$ cat config.mk
export PLATFORM = sky130hd
export DESIGN_NAME = pipeline_hazard_ctrl
export DESIGN_NICKNAME = d
export VERILOG_FILES = /design/src/rtl/riscv_pipe_pkg.sv /design/src/rtl/mdu_stall_timer.sv /design/src/rtl/pipeline_hazard_ctrl.sv
export SDC_FILE = /design/constraint.sdc
export NUM_CORES = 1
export LEC_CHECK = 0
export BUFFER_PORTS_ARGS = -buffer_cell sky130_fd_sc_hd__buf_4
export CORE_MARGIN = 10
export CORE_UTILIZATION = 30
export CTS_CLUSTER_DIAMETER = 120
export DETAILED_ROUTE_END_ITERATION = 6
export GPL_ROUTABILITY_DRIVEN = 0
export PLACE_DENSITY = 0.53
export SLEW_MARGIN = 5
export SYNTH_ARGS = -nofsm -noshare
export SYNTH_HDL_FRONTEND = slang
export SYNTH_SLANG_ARGS = --single-unit
$ cat constraint.sdc
create_clock -name clk -period 5.2 [get_ports clk]
set_input_delay 0.52 -clock clk [delete_from_list [all_inputs] [get_ports clk]]
set_output_delay 0.52 -clock clk [all_outputs]
set_load 0.1 [all_outputs]
$ cat src/rtl/riscv_pipe_pkg.sv
// rtl/riscv_pipe_pkg.sv - shared types and helpers for the pipeline hazard controller
package riscv_pipe_pkg;

  typedef enum logic [1:0] {
    FWD_RF  = 2'b00,
    FWD_MEM = 2'b01,
    FWD_WB  = 2'b10
  } fwd_sel_e;

  typedef enum logic {
    RUN      = 1'b0,
    MDU_WAIT = 1'b1
  } hz_state_e;

  localparam logic [4:0] REG_X0 = 5'd0;

  // MEM wins over WB because it holds the younger value of the register.
  function automatic fwd_sel_e fwd_pick(
    input logic [4:0] rs,
    input logic       mem_wr,
    input logic [4:0] mem_rd,
    input logic       wb_wr,
    input logic [4:0] wb_rd
  );
    if (mem_wr && mem_rd != REG_X0 && mem_rd == rs) return FWD_MEM;
    if (wb_wr && wb_rd != REG_X0 && wb_rd == rs) return FWD_WB;
    return FWD_RF;
  endfunction

endpackage

$ cat src/rtl/mdu_stall_timer.sv
// rtl/mdu_stall_timer.sv - MDU wait down-counter with done flag
module mdu_stall_timer (
  input  logic       clk,
  input  logic       rst,
  input  logic       load,
  input  logic [3:0] load_val,
  input  logic       dec,
  output logic [3:0] mcnt,
  output logic       done
);

  always_ff @(posedge clk or posedge rst) begin
    if (rst) begin
      mcnt <= 4'd0;
    end else if (load) begin
      mcnt <= load_val;
    end else if (dec) begin
      mcnt <= mcnt - 4'd1;
    end
  end

  assign done = (mcnt == 4'd1);

endmodule

$ cat src/rtl/pipeline_hazard_ctrl.sv
// rtl/pipeline_hazard_ctrl.sv - stall/flush/forwarding control for a five-stage pipeline
module pipeline_hazard_ctrl
  import riscv_pipe_pkg::*;
#(
  parameter int MDU_LAT = 4,
  parameter int CNT_W   = 32
) (
  input  logic             clk,
  input  logic             rst,
  input  logic [4:0]       id_rs1,
  input  logic [4:0]       id_rs2,
  input  logic             id_uses_rs1,
  input  logic             id_uses_rs2,
  input  logic [4:0]       ex_rs1,
  input  logic [4:0]       ex_rs2,
  input  logic [4:0]       ex_rd,
  input  logic             ex_reg_wr,
  input  logic             ex_is_load,
  input  logic             ex_branch_taken,
  input  logic             ex_mdu_start,
  input  logic [4:0]       mem_rd,
  input  logic [4:0]       wb_rd,
  input  logic             mem_reg_wr,
  input  logic             wb_reg_wr,
  output logic             stall_if,
  output logic             stall_id,
  output logic             stall_ex,
  output logic             flush_id,
  output logic             flush_ex,
  output logic             bubble_mem,
  output logic [1:0]       fwd_a,
  output logic [1:0]       fwd_b,
  output logic             mdu_busy,
  output logic [CNT_W-1:0] stall_cnt,
  output logic [CNT_W-1:0] flush_cnt
);

  localparam bit         MDU_STALLS = (MDU_LAT > 1);
  localparam bit         MDU_WAITS  = (MDU_LAT > 2);
  localparam logic [3:0] MDU_RELOAD = 4'(MDU_LAT - 2);

  hz_state_e  state, next_state;
  logic       lu;
  logic       t_load, t_dec, t_done;
  logic [3:0] mcnt;
  logic       s_if, s_id, s_ex, f_id, f_ex, b_mem, busy;

  assign lu = ex_is_load && ex_reg_wr && (ex_rd != REG_X0) &&
              ((id_uses_rs1 && id_rs1 == ex_rd) || (id_uses_rs2 && id_rs2 == ex_rd));

  mdu_stall_timer u_timer (
    .clk      (clk),
    .rst      (rst),
    .load     (t_load),
    .load_val (MDU_RELOAD),
    .dec      (t_dec),
    .mcnt     (mcnt),
    .done     (t_done)
  );

  always_ff @(posedge clk or posedge rst) begin
    if (rst) state <= RUN;
    else     state <= next_state;
  end

  always_comb begin
    next_state = state;
    s_if   = 1'b0;
    s_id   = 1'b0;
    s_ex   = 1'b0;
    f_id   = 1'b0;
    f_ex   = 1'b0;
    b_mem  = 1'b0;
    busy   = 1'b0;
    t_load = 1'b0;
    t_dec  = 1'b0;
    case (state)
      RUN: begin
        if (ex_branch_taken) begin
          f_id = 1'b1;
          f_ex = 1'b1;
        end else if (ex_mdu_start && MDU_STALLS) begin
          s_if   = 1'b1;
          s_id   = 1'b1;
          s_ex   = 1'b1;
          b_mem  = 1'b1;
          busy   = 1'b1;
          t_load = 1'b1;
          next_state = MDU_WAITS ? MDU_WAIT : RUN;
        end else if (lu) begin
          s_if = 1'b1;
          s_id = 1'b1;
          f_ex = 1'b1;
        end
      end
      MDU_WAIT: begin
        // EX holds the MDU op, so branch/start/load-use inputs are stale here.
        s_if  = 1'b1;
        s_id  = 1'b1;
        s_ex  = 1'b1;
        b_mem = 1'b1;
        busy  = 1'b1;
        if (t_done) next_state = RUN;
        else        t_dec = 1'b1;
      end
      default: next_state = RUN;
    endcase
  end

  assign stall_if   = s_if  & ~rst;
  assign stall_id   = s_id  & ~rst;
  assign stall_ex   = s_ex  & ~rst;
  assign flush_id   = f_id  & ~rst;
  assign flush_ex   = f_ex  & ~rst;
  assign bubble_mem = b_mem & ~rst;
  assign mdu_busy   = busy  & ~rst;
  assign fwd_a = rst ? FWD_RF : fwd_pick(ex_rs1, mem_reg_wr, mem_rd, wb_reg_wr, wb_rd);
  assign fwd_b = rst ? FWD_RF : fwd_pick(ex_rs2, mem_reg_wr, mem_rd, wb_reg_wr, wb_rd);

  always_ff @(posedge clk or posedge rst) begin
    if (rst) begin
      stall_cnt <= '0;
      flush_cnt <= '0;
    end else begin
      if (stall_if) stall_cnt <= stall_cnt + 1'b1;
      if (flush_id) flush_cnt <= flush_cnt + 1'b1;
    end
  end

endmodule

==> flow_metrics.py, run 1 <==
metrics = {
    "clock_network": {
        "cts_root_buf": "clkbuf_16",
        "cts_made_buffers": 9,
        "clk_latency_ns": 0.33,
        "cts_max_path_buffers": 2,
        "cts_hold_buf": 0,
        "cts.clk_slew.worst_paths_ns": 0.05,
        "htree_levels": 3,
        "cts_setup_buffers": 0,
        "cts_resized": 0,
        "cts_tree": "done",
        "cts.sinks": 69,
    },
    "setup_path": {
        "crit_start": "ex_rd[0]",
        "crit_path_end_kind": "primary output",
        "reg2reg_from": "flush_cnt[13]$_DFFE_PP0P_",
        "rr_endpoint": "flush_cnt[31]$_DFFE_PP0P_",
        "reg2reg_depth": 6,
        "cp.arrival_ns": 2.44,
        "path_buf_inv": 3,
        "worst_path_max_delay_cell": "a31oi_4",
        "path_class": "in -> out",
        "reg2reg_slack_ns": 3.03,
        "cp.required_ns": 4.68,
        "start_kind": "input port",
        "crit_path_frequent_cell": "buf_4",
        "cp_max_fo": 23,
        "crit_chain": "buf_4, or3_1, o311a_1, a31oi_4, inv_2, buf_4",
        "cpLargestDelayFamily": "compound AO/OA/AOI/OAI gates",
        "cpPeakStageDelay_ns": 0.46,
    },
    "floorplan": {
        "die_area_um2": 16900,
        "fp.dieW_um": 130,
        "start_util": 0.304,
        "top_level_ports": 120,
        "die_height_um": 130,
        "core_area_um2": 12000,
        "num_rows": 40,
    },
    "logic_synthesis": {
        "syn_area_um2": 3630,
        "postSynthAreaPerCell_um2": 10.5,
        "synth.distinct_cells": 37,
        "synth_ff_type": "dfrtp_1",
        "ys_seq_area_frac": 0.475,
        "yosys_warnings": 0,
        "ys_ff_latch": 69,
        "syn_inst": 345,
        "async_flop_share": 1.00,
        "syn-num-nets": 394,
        "synth_edf_count": 0,
    },
    "routing": {
        "drt-total-wl_um": 9590,
        "drtIter0Drc": 166,
        "drc": 0,
        "avgRoutedWirePerCell_um": 15.6,
        "viasPerCell": 4.76,
        "dr_total_vias": 2931,
        "first_pass_iters": 4,
        "postRouteAntennaNets": 0,
    },
    "placement": {
        "pre_cts_ws_ns": 2.27,
        "dp_hpwl_um": 7420,
        "place_area_um2": 4650,
        "port-buffer-count": 119,
        "dp.cells": 600,
    },
    "layout": {
        "multiInputGateArea_um2": 1800,
        "utilization": 0.415,
        "final_layout_size_suffix_gt1_frac": 0.316,
        "final_cell_mix": "buf_4, dfrtp_1, xnor2_1",
        "layout_commonest_cell": "buf_4",
        "post-route-cell-area_um2": 4960,
        "nets": 513,
        "antenna_cells": 0,
        "syn_to_final_growth_pct": 36.5,
        "ff_latch_area_um2": 1730,
        "final.fill_count": 1165,
        "layoutNonFillerInstCount": 616,
    },
    "timing": {
        "slew_headroom": 0.412,
        "hold_slack_ns": 0.475,
        "drv_slew": 0,
        "fin_crit_sh": 0.569,
        "finalClockSkew_ns": 0.00633,
        "final-setup-viol-count": 0,
        "rsz0062_at_grt": "no",
        "fmax_mhz": 338,
        "worst_pin_slew_ns": 0.882,
        "hold_viol": 0,
        "layout_min_cycle_time_ns": 2.96,
        "fin_ws_ns": 2.24,
        "setup_tns_ns": 0,
    },
    "pwr": {
        "power_mw": 2.04,
        "p_leak_nw": 2.35,
        "p_per_area_nw_per_um2": 412,
        "ir_drop_uv": 177,
    },
    "hold_path": {
        "whs_path_depth": 1,
        "min_to": "stall_cnt[31]$_DFFE_PP0P_",
        "hold_path.class": "reg -> reg",
        "worstHoldStart": "stall_cnt[31]$_DFFE_PP0P_",
    },
    "grt": {
        "overflow": 0,
        "antenna_found_initial": 0,
        "grt_pass1_vias": 3092,
        "grt_usage": 0.117,
        "grt_first_pass_wirelength_um": 15600,
        "grt_max_degree": 70,
    },
    "flow_run": {
        "max_cap_violations": 0,
    },
    "run_status": {
        "status": "finished clean",
    },
}
worst register-to-register path, delay by kind of cell, from the launching register on:
kind / cells / cell delay, ns
XOR/XNOR: 1 / 0.13
flip-flops: 1 / 0.43
AND/OR/NAND/NOR: 5 / 1.48
registers in the layout, indices dropped and copies added (netlist names):
register / count
flush_cnt: 32
stall_cnt: 32
u_timer.mcnt: 4
state: 1
power by group:
part           internal, mW  switching, mW
combinational         0.176          0.559
sequential            0.598         0.0783
clock                 0.410          0.221
cell families (layout without fill, tap and decap cells):
logic type                 after synthesis  count (layout)  share of synthesized area
muxes                                    1               1                    0.00310
buffers and inverters                   22             146                     0.0337
and+or+nand+nor                        144             144                      0.224
AOI/OAI and AO/OA                       13              13                     0.0282
DFF                                     69              69                      0.475
adders and majority gates                4               4                     0.0138
xor gates and xnor gates                92              92                      0.222
worst max path at each step:
stage / end / cells past startpoint
after CTS: stall_if / 6
after global placement: stall_id / 6
after global routing: stall_if / 6
after detailed placement: stall_if / 6
final: stall_id / 6
after floorplan: fwd_a[1] / 5
final cells by class:
class,count,area share
inverter,10,0.00757
clock inverter,3,0.00858
clock buffer,13,0.0545
tap,147,0.0371
sequential,69,0.348
timing repair buffer,120,0.182
multi-input combinational,254,0.363
cell usage after synthesis, types with 3 or more instances:
| cell | number | area share |
|---|---|---|
| or4_1 | 4 | 0.0083 |
| xor2_1 | 31 | 0.075 |
| dfrtp_1 | 69 | 0.48 |
| nand4_1 | 25 | 0.043 |
| nor3_1 | 12 | 0.017 |
| nand2_1 | 27 | 0.028 |
| nand3_1 | 21 | 0.029 |
| nor2_1 | 14 | 0.014 |
| nor4_1 | 7 | 0.012 |
| inv_1 | 9 | 0.0093 |
| and3_1 | 12 | 0.021 |
| and4_1 | 6 | 0.014 |
| o21ai_0 | 6 | 0.0083 |
| buf_4 | 6 | 0.012 |
| ha_1 | 4 | 0.014 |
| and2_1 | 4 | 0.0069 |
| nand2b_1 | 3 | 0.0052 |
| xnor2_1 | 61 | 0.15 |
routing by layer:
| layer | up-vias | track usage | wire (µm) |
|---|---|---|---|
| met5 | - | 0 | 0 |
| met4 | 0 | 0.0483 | 169 |
| met3 | 10 | 0.0588 | 903 |
| met2 | 92 | 0.175 | 4370 |
| met1 | 1389 | 0.138 | 4150 |
| li1 | 1440 | - | - |
Note: power is estimated with default switching activity, not from simulation.
==> inputs of run 2 (changes only) <==
--- a/config.mk
+++ b/config.mk
@@ -5,6 +5,7 @@
 export SDC_FILE = /design/constraint.sdc
 export NUM_CORES = 1
 export LEC_CHECK = 0
+export ABC_AREA = 1
 export BUFFER_PORTS_ARGS = -buffer_cell sky130_fd_sc_hd__buf_4
 export CORE_MARGIN = 10
 export CORE_UTILIZATION = 30
==> constraint.sdc (replaced) <==
create_clock -name clk -period 2.7 [get_ports clk]
set_input_delay 0.27 -clock clk [delete_from_list [all_inputs] [get_ports clk]]
set_output_delay 0.27 -clock clk [all_outputs]
set_load 0.1 [all_outputs]
==> run 2 against run 1 <==
  * Non-clock buffer count up 4
  * Clock power up 77%
  * Synthesized cell count up 89%
  * Sequential share of layout area down 6.5 points
  * First-iteration DRC count up 78%
  * Global-route usage up 1.7 points
  * Clock-buffer cell count down 3
  * Worst setup slack worse by 1.6 ns
  * Critical endpoint is now fwd_b[1]
==> flow_metrics.py, run 2 <==
metrics = {
    "run_status": {
        "status": "finished clean",
    },
    "timing": {
        "fmax_mhz": 482,
        "final-setup-viol-count": 0,
        "worst_pin_slew_ns": 0.507,
        "layout_min_cycle_time_ns": 2.07,
        "hold_viol": 0,
        "fin_crit_sh": 0.768,
        "drv_slew": 0,
        "finalClockSkew_ns": 0.00887,
        "slew_headroom": 0.658,
        "rsz0062_at_grt": "no",
    },
    "logic_synthesis": {
        "synth.distinct_cells": 35,
        "syn-num-nets": 702,
        "yosysMostFrequentCell": "nand2_1",
        "synth_edf_count": 0,
        "yosys_warnings": 0,
        "synth_top_area_share": 0.368,
        "ys_ff_latch": 69,
        "synth_top_area_cell": "dfrtp_1",
        "syn_area_um2": 4690,
        "synth_common_cells": "nand2_1, inv_1, dfrtp_1",
        "synth_area_leaders": "dfrtp_1, nand2_1, nand3_1, xor2_1, inv_1",
        "async_flop_share": 1.00,
        "postSynthAreaPerCell_um2": 7.19,
        "syn_inst": 653,
        "synth_ff_type": "dfrtp_1",
        "ys_seq_area_frac": 0.368,
    },
    "pwr": {
        "ir_drop_uv": 589,
        "power_switching_mw": 1.70,
        "p_per_area_nw_per_um2": 637,
        "intPower_mw": 2.19,
        "p_leak_nw": 3.09,
        "p_comb_frac": 0.378,
        "p_seq_frac": 0.334,
        "p_sw_frac": 0.437,
        "power_mw": 3.88,
        "clock_power_share": 0.288,
    },
    "clock_network": {
        "cts_root_buf": "clkbuf_16",
        "cts_setup_buffers": 0,
        "clk_latency_ns": 0.33,
        "cts_made_buffers": 9,
        "htree_levels": 3,
        "cts_tree": "done",
        "cts_resized": 0,
        "cts_hold_buf": 0,
        "cts.clk_slew.worst_paths_ns": 0.05,
        "cts_max_path_buffers": 2,
        "cts.sinks": 69,
    },
    "grt": {
        "grt_pass1_vias": 4611,
        "antenna_found_initial": 0,
        "grt_max_degree": 42,
        "grt_usage": 0.133,
        "grt_first_pass_wirelength_um": 23700,
        "overflow": 0,
    },
    "setup_path": {
        "cp.arrival_ns": 1.80,
        "worst_path_max_delay_cell": "o41ai_1",
        "crit_path_end_kind": "primary output",
        "cpPeakStageDelay_ns": 0.44,
        "crit_chain": "buf_4, or2_2, o41ai_1, inv_1, nand2_1, inv_1, nor2_1, buf_4",
        "reg2reg_slack_ns": 0.82,
        "cp.required_ns": 2.43,
        "start_kind": "input port",
        "path_class": "in -> out",
        "cp_max_fo": 3,
    },
    "floorplan": {
        "fp.dieW_um": 145,
        "die_area_um2": 21100,
        "core_area_um2": 15300,
        "num_rows": 45,
        "die_height_um": 145,
        "top_level_ports": 120,
        "start_util": 0.308,
    },
    "flow_run": {
        "max_cap_violations": 0,
    },
    "layout": {
        "ff_latch_area_um2": 1730,
        "final_layout_size_suffix_gt1_frac": 0.220,
        "utilization": 0.399,
        "layoutNonFillerInstCount": 989,
        "antenna_cells": 0,
        "nets": 825,
        "largestRegisters": "flush_cnt (32), stall_cnt (32), u_timer.mcnt (4)",
        "layout_commonest_cell": "nand2_1",
        "syn_to_final_growth_pct": 29.8,
        "post-route-cell-area_um2": 6090,
        "multiInputGateArea_um2": 2610,
        "final_cell_mix": "nand2_1, buf_4, inv_1",
        "final.fill_count": 1558,
    },
    "routing": {
        "avgRoutedWirePerCell_um": 14.3,
        "postRouteAntennaNets": 0,
        "dr_total_vias": 4549,
        "viasPerCell": 4.60,
        "drc": 0,
        "drtIter0Drc": 296,
        "first_pass_iters": 4,
        "drt-total-wl_um": 14200,
    },
    "placement": {
        "dp.cells": 976,
        "dp_hpwl_um": 11200,
        "place_area_um2": 5830,
        "port-buffer-count": 119,
    },
    "hold_path": {
        "hold_path.class": "in -> async",
    },
}
[run 2: changes by cell type after synthesis, sizes merged, moves of 4 or more]
cell	change
nor3	+15
xnor2	-38
nor2	+63
and4	-6
inv	+68
a21oi	+7
nor4	-7
and3	-13
nand2	+178
nand3	+44
or4	-4
nand3b	+9
[run 2: power by group through the flow]
stage	sequential [mW]	clock, mW	combinational, mW
finish	1.30	1.12	1.47
CTS	1.30	1.15	1.49
global placement	1.31	0	1.47
global route	1.32	1.19	1.58
detailed placement	1.31	0	1.48
floorplan	1.76	0	0.664
[run 2: layout make-up]
class | instances | share of cell area
clock buffers | 10 | 0.0376
clock inverters | 3 | 0.00657
inverters | 78 | 0.0482
multi-input cells | 494 | 0.428
flip-flops and latches | 69 | 0.283
well taps | 211 | 0.0433
repair buffers | 124 | 0.153
[run 2: worst paths after layout]
check | end | cells past startpoint | startpoint
min in group clk | flush_cnt[1]$_DFFE_PP0P_ | 4 | ex_branch_taken
worst max-delay path | fwd_b[1] | 8 | mem_rd[2]
worst min-delay path | u_timer.mcnt[3]$_DFFE_PP0P_ | 3 | rst
max in group asynchronous | flush_cnt[19]$_DFFE_PP0P_ | 3 | rst
worst min register to register | stall_cnt[31]$_DFFE_PP0P_ | 2 | stall_cnt[31]$_DFFE_PP0P_
worst max register to register | stall_cnt[18]$_DFFE_PP0P_ | 10 | stall_cnt[0]$_DFFE_PP0P_
[run 2: metal layers]
metal / up-vias / GRT usage / wire length (µm)
li1: 2335 / - / -
met1: 2105 / 0.161 / 6080
met2: 93 / 0.231 / 7260
met3: 16 / 0.0357 / 647
met4: 0 / 0.0288 / 178
met5: - / 0 / 0
[run 2: logic make-up (layout without fill, tap and decap cells)]
group / Yosys count / count (layout) / share of synthesized area
and+or+nand+nor: 414 / 414 / 0.415
xor gates and xnor gates: 57 / 57 / 0.106
AOI/OAI and AO/OA: 19 / 19 / 0.0227
DFF: 69 / 69 / 0.368
adders and majority gates: 4 / 4 / 0.0107
buffers and inverters: 90 / 215 / 0.0776
[run 2: critical path, delay by kind of cell]
kind | cells | cell delay, ns
buffers and inverters | 4 | 0.60
and+or+nand+nor | 3 | 0.51
AOI/OAI and AO/OA | 1 | 0.44
[run 2: stage by stage]
stage          setup WS, ns  hold slack, ns  setup TNS, ns
6_report              0.627           0.128              0
5_1_grt               0.499           0.157              0
4_1_cts               0.612           0.135              0
3_5_place_dp          0.611           0.487              0
3_3_place_gp          0.730           0.483              0
2_1_floorplan       -0.0547           0.510        -0.0547
